--- config.mk ---
export PLATFORM = sky130hd
export DESIGN_NAME = domain_pwr_seq_flat
export DESIGN_NICKNAME = d
export VERILOG_FILES = /design/src/rtl/domain_pwr_seq_pkg.sv /design/src/rtl/domain_pwr_seq_if.sv /design/src/rtl/domain_pwr_seq_sync_ff.sv /design/src/rtl/domain_pwr_seq.sv /design/src/flat_wrapper.sv
export SDC_FILE = /design/constraint.sdc
export NUM_CORES = 1
export LEC_CHECK = 0
export BUFFER_PORTS_ARGS = -buffer_cell sky130_fd_sc_hd__buf_2
export CAP_MARGIN = 20
export CELL_PAD_IN_SITES_DETAIL_PLACEMENT = 2
export CELL_PAD_IN_SITES_GLOBAL_PLACEMENT = 2
export CORE_ASPECT_RATIO = 2
export CORE_MARGIN = 2
export CORE_UTILIZATION = 36
export DETAILED_ROUTE_END_ITERATION = 10
export HOLD_SLACK_MARGIN = 0.15
export MAX_ROUTING_LAYER = met4
export PLACE_DENSITY_LB_ADDON = 0.2
export SKIP_LAST_GASP = 1
export SYNTH_ARGS = -nofsm -noshare
export SYNTH_HDL_FRONTEND = slang
export SYNTH_SLANG_ARGS = --single-unit
--- constraint.sdc ---
create_clock -name clk_i -period 1.9 [get_ports clk_i]
set_input_delay 0.19 -clock clk_i [delete_from_list [all_inputs] [get_ports clk_i]]
set_output_delay 0.19 -clock clk_i [all_outputs]
set_load 0.01 [all_outputs]
--- src/rtl/domain_pwr_seq_pkg.sv ---
// Shared types for the per-domain power sequencer: state encoding and the
// per-state output decode used to load the registered outputs.
package domain_pwr_seq_pkg;

  typedef enum logic [2:0] {
    OFF       = 3'd0,
    WAIT_LOCK = 3'd1,
    SETTLE    = 3'd2,
    ON        = 3'd3,
    DRAIN     = 3'd4,
    ERR       = 3'd5
  } pwr_seq_state_e;

  typedef struct packed {
    logic clk_en;
    logic rst_n;
    logic ready;
    logic busy;
  } pwr_seq_out_t;

  function automatic pwr_seq_out_t state_outputs(input pwr_seq_state_e s);
    pwr_seq_out_t o;
    o = '0;
    unique case (s)
      WAIT_LOCK: o.busy = 1'b1;
      SETTLE: begin
        o.clk_en = 1'b1;
        o.busy   = 1'b1;
      end
      ON: begin
        o.clk_en = 1'b1;
        o.rst_n  = 1'b1;
        o.ready  = 1'b1;
      end
      DRAIN: begin
        o.clk_en = 1'b1;
        o.busy   = 1'b1;
      end
      default: o = '0;
    endcase
    return o;
  endfunction

  function automatic int unsigned max3(input int unsigned a, input int unsigned b,
                                       input int unsigned c);
    int unsigned m;
    m = (a > b) ? a : b;
    return (m > c) ? m : c;
  endfunction

endpackage

--- src/rtl/domain_pwr_seq_if.sv ---
// Control/status bundle between the register block (master) and the
// per-domain power sequencer (slave).
interface domain_pwr_seq_if;
  logic       on_req_i;
  logic       pll_locked_i;
  logic       err_clr_i;
  logic       clk_en_o;
  logic       rst_no;
  logic       ready_o;
  logic       busy_o;
  logic       err_o;
  logic [2:0] state_o;

  modport master (
    output on_req_i, pll_locked_i, err_clr_i,
    input  clk_en_o, rst_no, ready_o, busy_o, err_o, state_o
  );

  modport slave (
    input  on_req_i, pll_locked_i, err_clr_i,
    output clk_en_o, rst_no, ready_o, busy_o, err_o, state_o
  );
endinterface

--- src/rtl/domain_pwr_seq_sync_ff.sv ---
// Reset-to-0 flop chain bringing the asynchronous PLL lock flag into clk_i.
module sync_ff #(
  parameter int unsigned STAGES = 2
) (
  input  logic clk_i,
  input  logic rst_ni,
  input  logic d_i,
  output logic q_o
);

  logic [STAGES-1:0] sync_q;
  logic [STAGES-1:0] sync_d;

  always_comb begin
    sync_d = {sync_q[STAGES-2:0], d_i};
  end

  always_ff @(posedge clk_i) begin
    if (!rst_ni) begin
      sync_q <= '0;
    end else begin
      sync_q <= sync_d;
    end
  end

  assign q_o = sync_q[STAGES-1];

endmodule

--- src/rtl/domain_pwr_seq.sv ---
// Per-domain power sequencer: orders clock enable and reset release on
// bring-up, reset assertion then clock stop on shutdown; sticky error flag.
module domain_pwr_seq
  import domain_pwr_seq_pkg::*;
#(
  parameter int unsigned LOCK_SYNC_STAGES = 2,
  parameter int unsigned LOCK_TIMEOUT     = 4096,
  parameter int unsigned CLK_SETTLE       = 16,
  parameter int unsigned RST_HOLD         = 8
) (
  input logic              clk_i,
  input logic              rst_ni,
  domain_pwr_seq_if.slave  pwr
);

  localparam int unsigned CNT_MAX = max3(LOCK_TIMEOUT, CLK_SETTLE, RST_HOLD);
  localparam int unsigned CNT_W   = $clog2(CNT_MAX + 1);

  localparam logic [CNT_W-1:0] LOCK_LAST   = CNT_W'(LOCK_TIMEOUT - 1);
  localparam logic [CNT_W-1:0] SETTLE_LAST = CNT_W'(CLK_SETTLE - 1);
  localparam logic [CNT_W-1:0] HOLD_LAST   = CNT_W'(RST_HOLD - 1);

  pwr_seq_state_e   state_q, state_d;
  logic [CNT_W-1:0] cnt_q, cnt_d;
  pwr_seq_out_t     out_q, out_d;
  logic             err_q, err_d;
  logic             err_set;
  logic             locked_s;

  sync_ff #(
    .STAGES (LOCK_SYNC_STAGES)
  ) u_lock_sync (
    .clk_i  (clk_i),
    .rst_ni (rst_ni),
    .d_i    (pwr.pll_locked_i),
    .q_o    (locked_s)
  );

  always_comb begin
    state_d = state_q;
    err_set = 1'b0;
    unique case (state_q)
      OFF: begin
        if (pwr.on_req_i) state_d = WAIT_LOCK;
      end
      WAIT_LOCK: begin
        if (!pwr.on_req_i) begin
          state_d = OFF;
        end else if (locked_s) begin
          state_d = SETTLE;
        end else if (cnt_q == LOCK_LAST) begin
          state_d = ERR;
          err_set = 1'b1;
        end
      end
      SETTLE: begin
        if (!pwr.on_req_i || !locked_s) begin
          state_d = DRAIN;
          err_set = !locked_s;
        end else if (cnt_q == SETTLE_LAST) begin
          state_d = ON;
        end
      end
      ON: begin
        if (!pwr.on_req_i || !locked_s) begin
          state_d = DRAIN;
          err_set = !locked_s;
        end
      end
      DRAIN: begin
        if (cnt_q == HOLD_LAST) state_d = OFF;
      end
      ERR: begin
        if (!pwr.on_req_i) state_d = OFF;
      end
      default: state_d = OFF;
    endcase

    // Counter restarts on every transition and saturates rather than wrapping.
    if (state_d != state_q) begin
      cnt_d = '0;
    end else if ((state_q == WAIT_LOCK || state_q == SETTLE || state_q == DRAIN)
                 && cnt_q != '1) begin
      cnt_d = cnt_q + 1'b1;
    end else begin
      cnt_d = cnt_q;
    end

    out_d = state_outputs(state_d);
    err_d = err_set | (err_q & ~pwr.err_clr_i);
  end

  always_ff @(posedge clk_i) begin
    if (!rst_ni) begin
      state_q <= OFF;
      cnt_q   <= '0;
      out_q   <= '0;
      err_q   <= 1'b0;
    end else begin
      state_q <= state_d;
      cnt_q   <= cnt_d;
      out_q   <= out_d;
      err_q   <= err_d;
    end
  end

  assign pwr.clk_en_o = out_q.clk_en;
  assign pwr.rst_no   = out_q.rst_n;
  assign pwr.ready_o  = out_q.ready;
  assign pwr.busy_o   = out_q.busy;
  assign pwr.err_o    = err_q;
  assign pwr.state_o  = state_q;

endmodule

--- src/flat_wrapper.sv ---
// flat-port wrapper written by rule: the top's interface ports become plain ports
module domain_pwr_seq_flat import domain_pwr_seq_pkg::*;
#(
  parameter int unsigned LOCK_SYNC_STAGES = 2,
  parameter int unsigned LOCK_TIMEOUT     = 4096,
  parameter int unsigned CLK_SETTLE       = 16,
  parameter int unsigned RST_HOLD         = 8
)
  (clk_i, rst_ni, pwr_on_req_i, pwr_pll_locked_i, pwr_err_clr_i, pwr_clk_en_o, pwr_rst_no, pwr_ready_o, pwr_busy_o, pwr_err_o, pwr_state_o);
  domain_pwr_seq_if pwr_i ();
  input logic clk_i;
  input logic rst_ni;
  input wire logic [$bits(pwr_i.on_req_i)-1:0] pwr_on_req_i;
  input wire logic [$bits(pwr_i.pll_locked_i)-1:0] pwr_pll_locked_i;
  input wire logic [$bits(pwr_i.err_clr_i)-1:0] pwr_err_clr_i;
  output wire logic [$bits(pwr_i.clk_en_o)-1:0] pwr_clk_en_o;
  output wire logic [$bits(pwr_i.rst_no)-1:0] pwr_rst_no;
  output wire logic [$bits(pwr_i.ready_o)-1:0] pwr_ready_o;
  output wire logic [$bits(pwr_i.busy_o)-1:0] pwr_busy_o;
  output wire logic [$bits(pwr_i.err_o)-1:0] pwr_err_o;
  output wire logic [$bits(pwr_i.state_o)-1:0] pwr_state_o;
  assign pwr_i.on_req_i = pwr_on_req_i;
  assign pwr_i.pll_locked_i = pwr_pll_locked_i;
  assign pwr_i.err_clr_i = pwr_err_clr_i;
  assign pwr_clk_en_o = pwr_i.clk_en_o;
  assign pwr_rst_no = pwr_i.rst_no;
  assign pwr_ready_o = pwr_i.ready_o;
  assign pwr_busy_o = pwr_i.busy_o;
  assign pwr_err_o = pwr_i.err_o;
  assign pwr_state_o = pwr_i.state_o;
  domain_pwr_seq #(.LOCK_SYNC_STAGES(LOCK_SYNC_STAGES), .LOCK_TIMEOUT(LOCK_TIMEOUT), .CLK_SETTLE(CLK_SETTLE), .RST_HOLD(RST_HOLD)) u_core (.clk_i(clk_i), .rst_ni(rst_ni), .pwr(pwr_i));
endmodule
== After elaboration in Yosys (flattened, before gate mapping) ==
Cells that the tools add are included.

* Register bits: 23
* Bits of input ports: 5
* Output and inout bits: 8
* Word-level logic and storage cells: 56

* Add/sub/neg operators: 1
* Equality and inequality tests: 14
* Multiplexer cells: 18
* Bitwise logic cells: 4
* Reductions and logical operators: 11

{| class="wikitable"
|+ Operators by type and width
! cell !! number
|-
| $mux 3 || 9
|-
| $pmux 3 s6 || 1
|-
| $add 13x1->13 const B || 1
|-
| $eq 13x12->1 const B || 1
|-
| $eq 13x3->1 const B || 1
|-
| $eq 13x4->1 const B || 1
|-
| $ne 13x13->1 const B || 1
|-
| $eq 3x2->1 const B || 4
|-
| $eq 3x3->1 const B || 3
|-
| $eq 3x1->1 const B || 2
|-
| $mux 1 || 6
|-
| $reduce_or 3->1 || 2
|-
| $reduce_or 2->1 || 2
|-
| $logic_not 3->1 || 1
|-
| $logic_or 1x1->1 || 3
|-
| $ne 3x3->1 || 1
|-
| $logic_not 1->1 || 2
|-
| $mux 2 || 1
|-
| $not 1->1 || 2
|-
| $pmux 1 s2 || 1
|-
| $and 1x1->1 || 1
|-
| $logic_and 1x1->1 || 1
|-
| $or 1x1->1 || 1
|}

== Longest topological paths before layout ==
* Depth in word-level cells: 8
* Gate-level depth with buffers: 7
* Mapped depth without buffers: 6

== Cells and area by module ==
A second synthesis with hierarchy kept.

* Cell total of the unflattened synthesis: 133
* Area total of the unflattened synthesis: 1161.1 µm²

{| class="wikitable"
|+ Modules (own cells, without submodules)
! module !! times used !! cells an instance !! area each (µm²) !! sequential area each (µm²)
|-
| domain_pwr_seq || 1 || 129 || 1108.6 || 400.4
|-
| sync_ff || 1 || 4 || 52.6 || 40.0
|}

== Worst setup path after synthesis ==
Ideal clock, no wire load.

* Path type: register -> register
* From: register u_core.state_q[2], in the netlist u_core.pwr.state_o[2]
* To: register u_core.cnt_q[10]
* Setup time: 0.062 ns
* Arrival: 1.552 ns
* Required time: 1.838 ns
* Setup slack: 0.286 ns
* Cell stages (with the launch flop): 8
* Path buffers: 2
* Period minus slack after synthesis: 1.614 ns
* Cells stage by stage: dfxtp_1 -> buf_2 -> inv_2 -> a211oi_1 -> o41ai_4 -> a22o_4 -> buf_12 -> nor2_2

* Longest elaborated chain between the ends: 6
* Elaborated cells between the ends (all ways): 21
* Those cells by class: eq/ne: 6; mux: 10; reduce/logical: 5

{| class="wikitable"
|+ Ends and longest elaborated chain
! element !! line !! source
|-
| start, declared || domain_pwr_seq.sv:23 || <nowiki>pwr_seq_state_e state_q, state_d;</nowiki>
|-
| start signal, assigned || domain_pwr_seq.sv:100 || <nowiki>state_q <= state_d;</nowiki>
|-
| $mux 3 || domain_pwr_seq.sv:51 || <nowiki>end else if (cnt_q == LOCK_LAST) begin</nowiki>
|-
| $mux 3 || domain_pwr_seq.sv:49 || <nowiki>end else if (locked_s) begin</nowiki>
|-
| $mux 3 || domain_pwr_seq.sv:47 || <nowiki>if (!pwr.on_req_i) begin</nowiki>
|-
| $pmux 3 s6 || domain_pwr_seq.sv:42 || <nowiki>unique case (state_q)</nowiki>
|-
| $ne 3x3->1 || domain_pwr_seq.sv:80 || <nowiki>if (state_d != state_q) begin</nowiki>
|-
| $reduce_or 2->1 (no line) || -- ||
|-
| end signal, assigned || domain_pwr_seq.sv:101 || <nowiki>cnt_q <= cnt_d;</nowiki>
|-
| end, declared || domain_pwr_seq.sv:24 || <nowiki>logic [CNT_W-1:0] cnt_q, cnt_d;</nowiki>
|}

Parallel ways exist; a longest one is shown, timed or not.
A chain may end at the register's enable or synchronous reset.

== Worst setup path in the final report ==
* From: register u_core.state_q[0], in the netlist u_core.pwr.state_o[0]
* To: register u_core.cnt_q[10]

The elaborated chain is that of the path after synthesis.

==> qor.csv <==
metric,value,unit
MaxCap Viol Count,0,
Die Y,88.9,um
area share of the largest cell type after synthesis,0.339,
max_slew headroom,0.722,
Sink Count,22,
Bufs and invs on worst path,1,
ANT cells,0,
critical path launch point type,register,
Final Slew Violations,0,
Post-synth top cells,"dfxtp_1 (22), nand2_1 (10), nor2_2 (10), xnor2_1 (10), nor2_1 (9)",
WHS,0.245,ns
cell family with the largest share of critical-path delay,compound AO/OA/AOI/OAI gates,
io pins,13,
CTS max path bufs,2,
Final Critical Period,1.78,ns
fin crit share,0.936,
Pwr per Cell Area,607,nW/um2
"Top FF cell, synth",dfxtp_1,
Final nets,160,
CP Capture Type,register,
GR Util met3,0.0182,
CTS Buf Count,3,
Fin Setup TNS,0,ns
detailed-route via count,1082,
r2r worst-path depth,6,
number of distinct library cells after synthesis,50,
most numerous cell in the Yosys netlist,dfxtp_1,
GR Util met1,0.189,
"Seq/Total Area, Yosys",0.339,
Min-Delay Path Depth,3,
initial antenna violation count,0,
ys async rst share,0,
GPL Wtd Cong,0.820,
vias in the first global route,1229,
cell area after synthesis,1300,um2
final hold vios,0,
DRT antenna net count,0,
"top cells by area, synth","dfxtp_1 (34%), xnor2_1 (6.8%), nor2_2 (4.8%)",
Starting Density,0.380,
internal reg-to-reg setup slack,0.12,ns
drt total wl,3470,um
#FFs+latches synth,22,
first-pass GRT wire length,5950,um
DP HPWL,2840,um
Final setup viols,0,
clock slew at reported path FFs,0.08,ns
number of port buffers,12,
number of synthesized flops with an enable pin,0,
hold endpoint,u_core.pwr.busy_o,
H-tree depth,1,
Worst EP arrival,1.95,ns
Fmax,0.562,GHz
DP Worst Slack,0.128,ns
routed vias/inst,5.38,
worst min path class,input port to register,
global routing's busiest layer,met2,
Least-Margin Pin Slew,0.414,ns
"Area growth, synth to finish",13.7,%
met2 Use GR,0.398,
Syn Area/Cell,9.40,um2
Resized cells post-CTS,0,
FF-to-FF Start,u_core.pwr.state_o[0],
LEAKAGE,0.525,nW
Yosys warnings,0,
clock latency on the worst-skew pair,0.27,ns
CTS tree,built,
DRC,0,
drt pass-1 iters,4,
post-synth net total,144,
Clock Skews,0.00414,ns
hold_sp,rst_ni,
largest net degree at the start of global routing,14,
"slowest stage cell, crit path",dfxtp_1,
CP Max Fanout,12,
WP data required,2.07,ns
fillers,390,
GRT Overall Usage,0.206,
Overflow after GRT,0,
Core Rows,30,
critical path cell sequence,"xor2_1, o21ai_1, buf_12, a2111oi_2, xnor2_1, nor2_2",
drt wl/cell,17.3,um
Core ar.,3420,um2
VDD IR max,0.000415,V
worst r2r dst,u_core.cnt_q[10],
CP max stage delay,0.50,ns
ratio of cells with drive above 1 in the final layout,0.314,
root buf cell,clkbuf_8,
total power,0.895,mW
die width,46.5,um
final worst slack,0.121,ns
outcome,"complete, no violations",
Critical Path Stages,6,
Syn Inst Count,138,
RSZ-0062 raised after global routing,false,
Setup CP Type,register to register,
Yosys top cell by area,dfxtp_1,
DRT iter0 DRCs,9,
DIE AREA,4130,um2
==> registers in the layout, summed over array words and instances (netlist names) <==
register,flops
u_core.u_lock_sync.sync_q,2
u_core.cnt_q,13
u_core.pwr.state_o,3
u_core.pwr.busy_o,1
u_core.pwr.ready_o,1
u_core.pwr.err_o,1
u_core.pwr.clk_en_o,1
==> tightest hold or removal path, stage by stage <==
cell and delay, ns:
buf_2 0.15, nand2_1 0.07, mux2i_1 0.06
==> cell usage in the layout (no fill, tap or decap), types with 2 or more instances in the layout <==
master and n:
and4_1 2, inv_1 2, buf_4 5, nor2b_1 4, a21oi_1 5, and2_1 3, o21ai_1 3, a21boi_0 2
xnor2_1 10, and3_1 3, nand3_2 2, nor4_2 4, nor2_1 9, o21ai_0 4, a2111oi_2 2, clkbuf_8 4
dfxtp_1 22, buf_2 12, mux2i_1 2, nand3_1 5, nand2_1 10, nor2_2 10
==> power breakdown <==
part / internal (mW) / switching [mW]
sequential: 0.467 / 0.00675
clock: 0.185 / 0.158
combinational: 0.0328 / 0.0457
total: 0.685 / 0.211
==> per-layer routing <==
metal	vias up	part of all wire
met5	-	0
met4	0	0.028
met3	9	0.015
met2	18	0.62
met1	537	0.34
li1	518	-
==> worst max-delay path by stage <==
stage                          startpoint                  end  slack (ns)
finish              u_core.pwr.state_o[0]     u_core.cnt_q[10]        0.12
global route        u_core.pwr.state_o[0]     u_core.cnt_q[10]       0.003
CTS                       u_core.cnt_q[6]      u_core.cnt_q[8]        0.10
detailed placement        u_core.cnt_q[6]      u_core.cnt_q[8]        0.13
global placement          u_core.cnt_q[6]  u_core.pwr.clk_en_o        0.18
floorplan           u_core.pwr.state_o[2]     u_core.cnt_q[10]        0.29
==> layout make-up <==
cell class / count / area [um2] / share of cell area
multi-input cells: 105 / 781 / 0.529
flip-flops and latches: 22 / 440 / 0.299
repair buffers: 19 / 128 / 0.0865
well taps: 48 / 60.1 / 0.0407
clock buffers: 4 / 55.1 / 0.0373
inverters: 3 / 11.3 / 0.00763
==> cell families (layout without fill, tap and decap cells) <==
logic type,after synthesis,in the layout,share of synthesized area
and+or+nand+nor,64,64,0.326
AOI/OAI and AO/OA,27,27,0.176
DFF,22,22,0.339
xor gates and xnor gates,11,11,0.0743
buffers and inverters,11,26,0.0588
muxes,2,2,0.0154
adders and majority gates,1,1,0.00964
==> through the flow <==
stage | util | instance area (um2) | instances
2_1_floorplan | - | 1300 | 138
3_3_place_gp | 0.413 | 1410 | 196
3_5_place_dp | 0.413 | 1410 | 196
4_1_cts | 0.432 | 1480 | 201
5_1_grt | 0.432 | 1480 | 201
6_report | 0.432 | 1480 | 201
==> what timing repair did <==
action | in CTS | in global routing
hold endpoints to repair | 1 | 0
setup buffers | 0 | 0
hold buffers | 1 | 0
(Power assumes the default switching activity.)
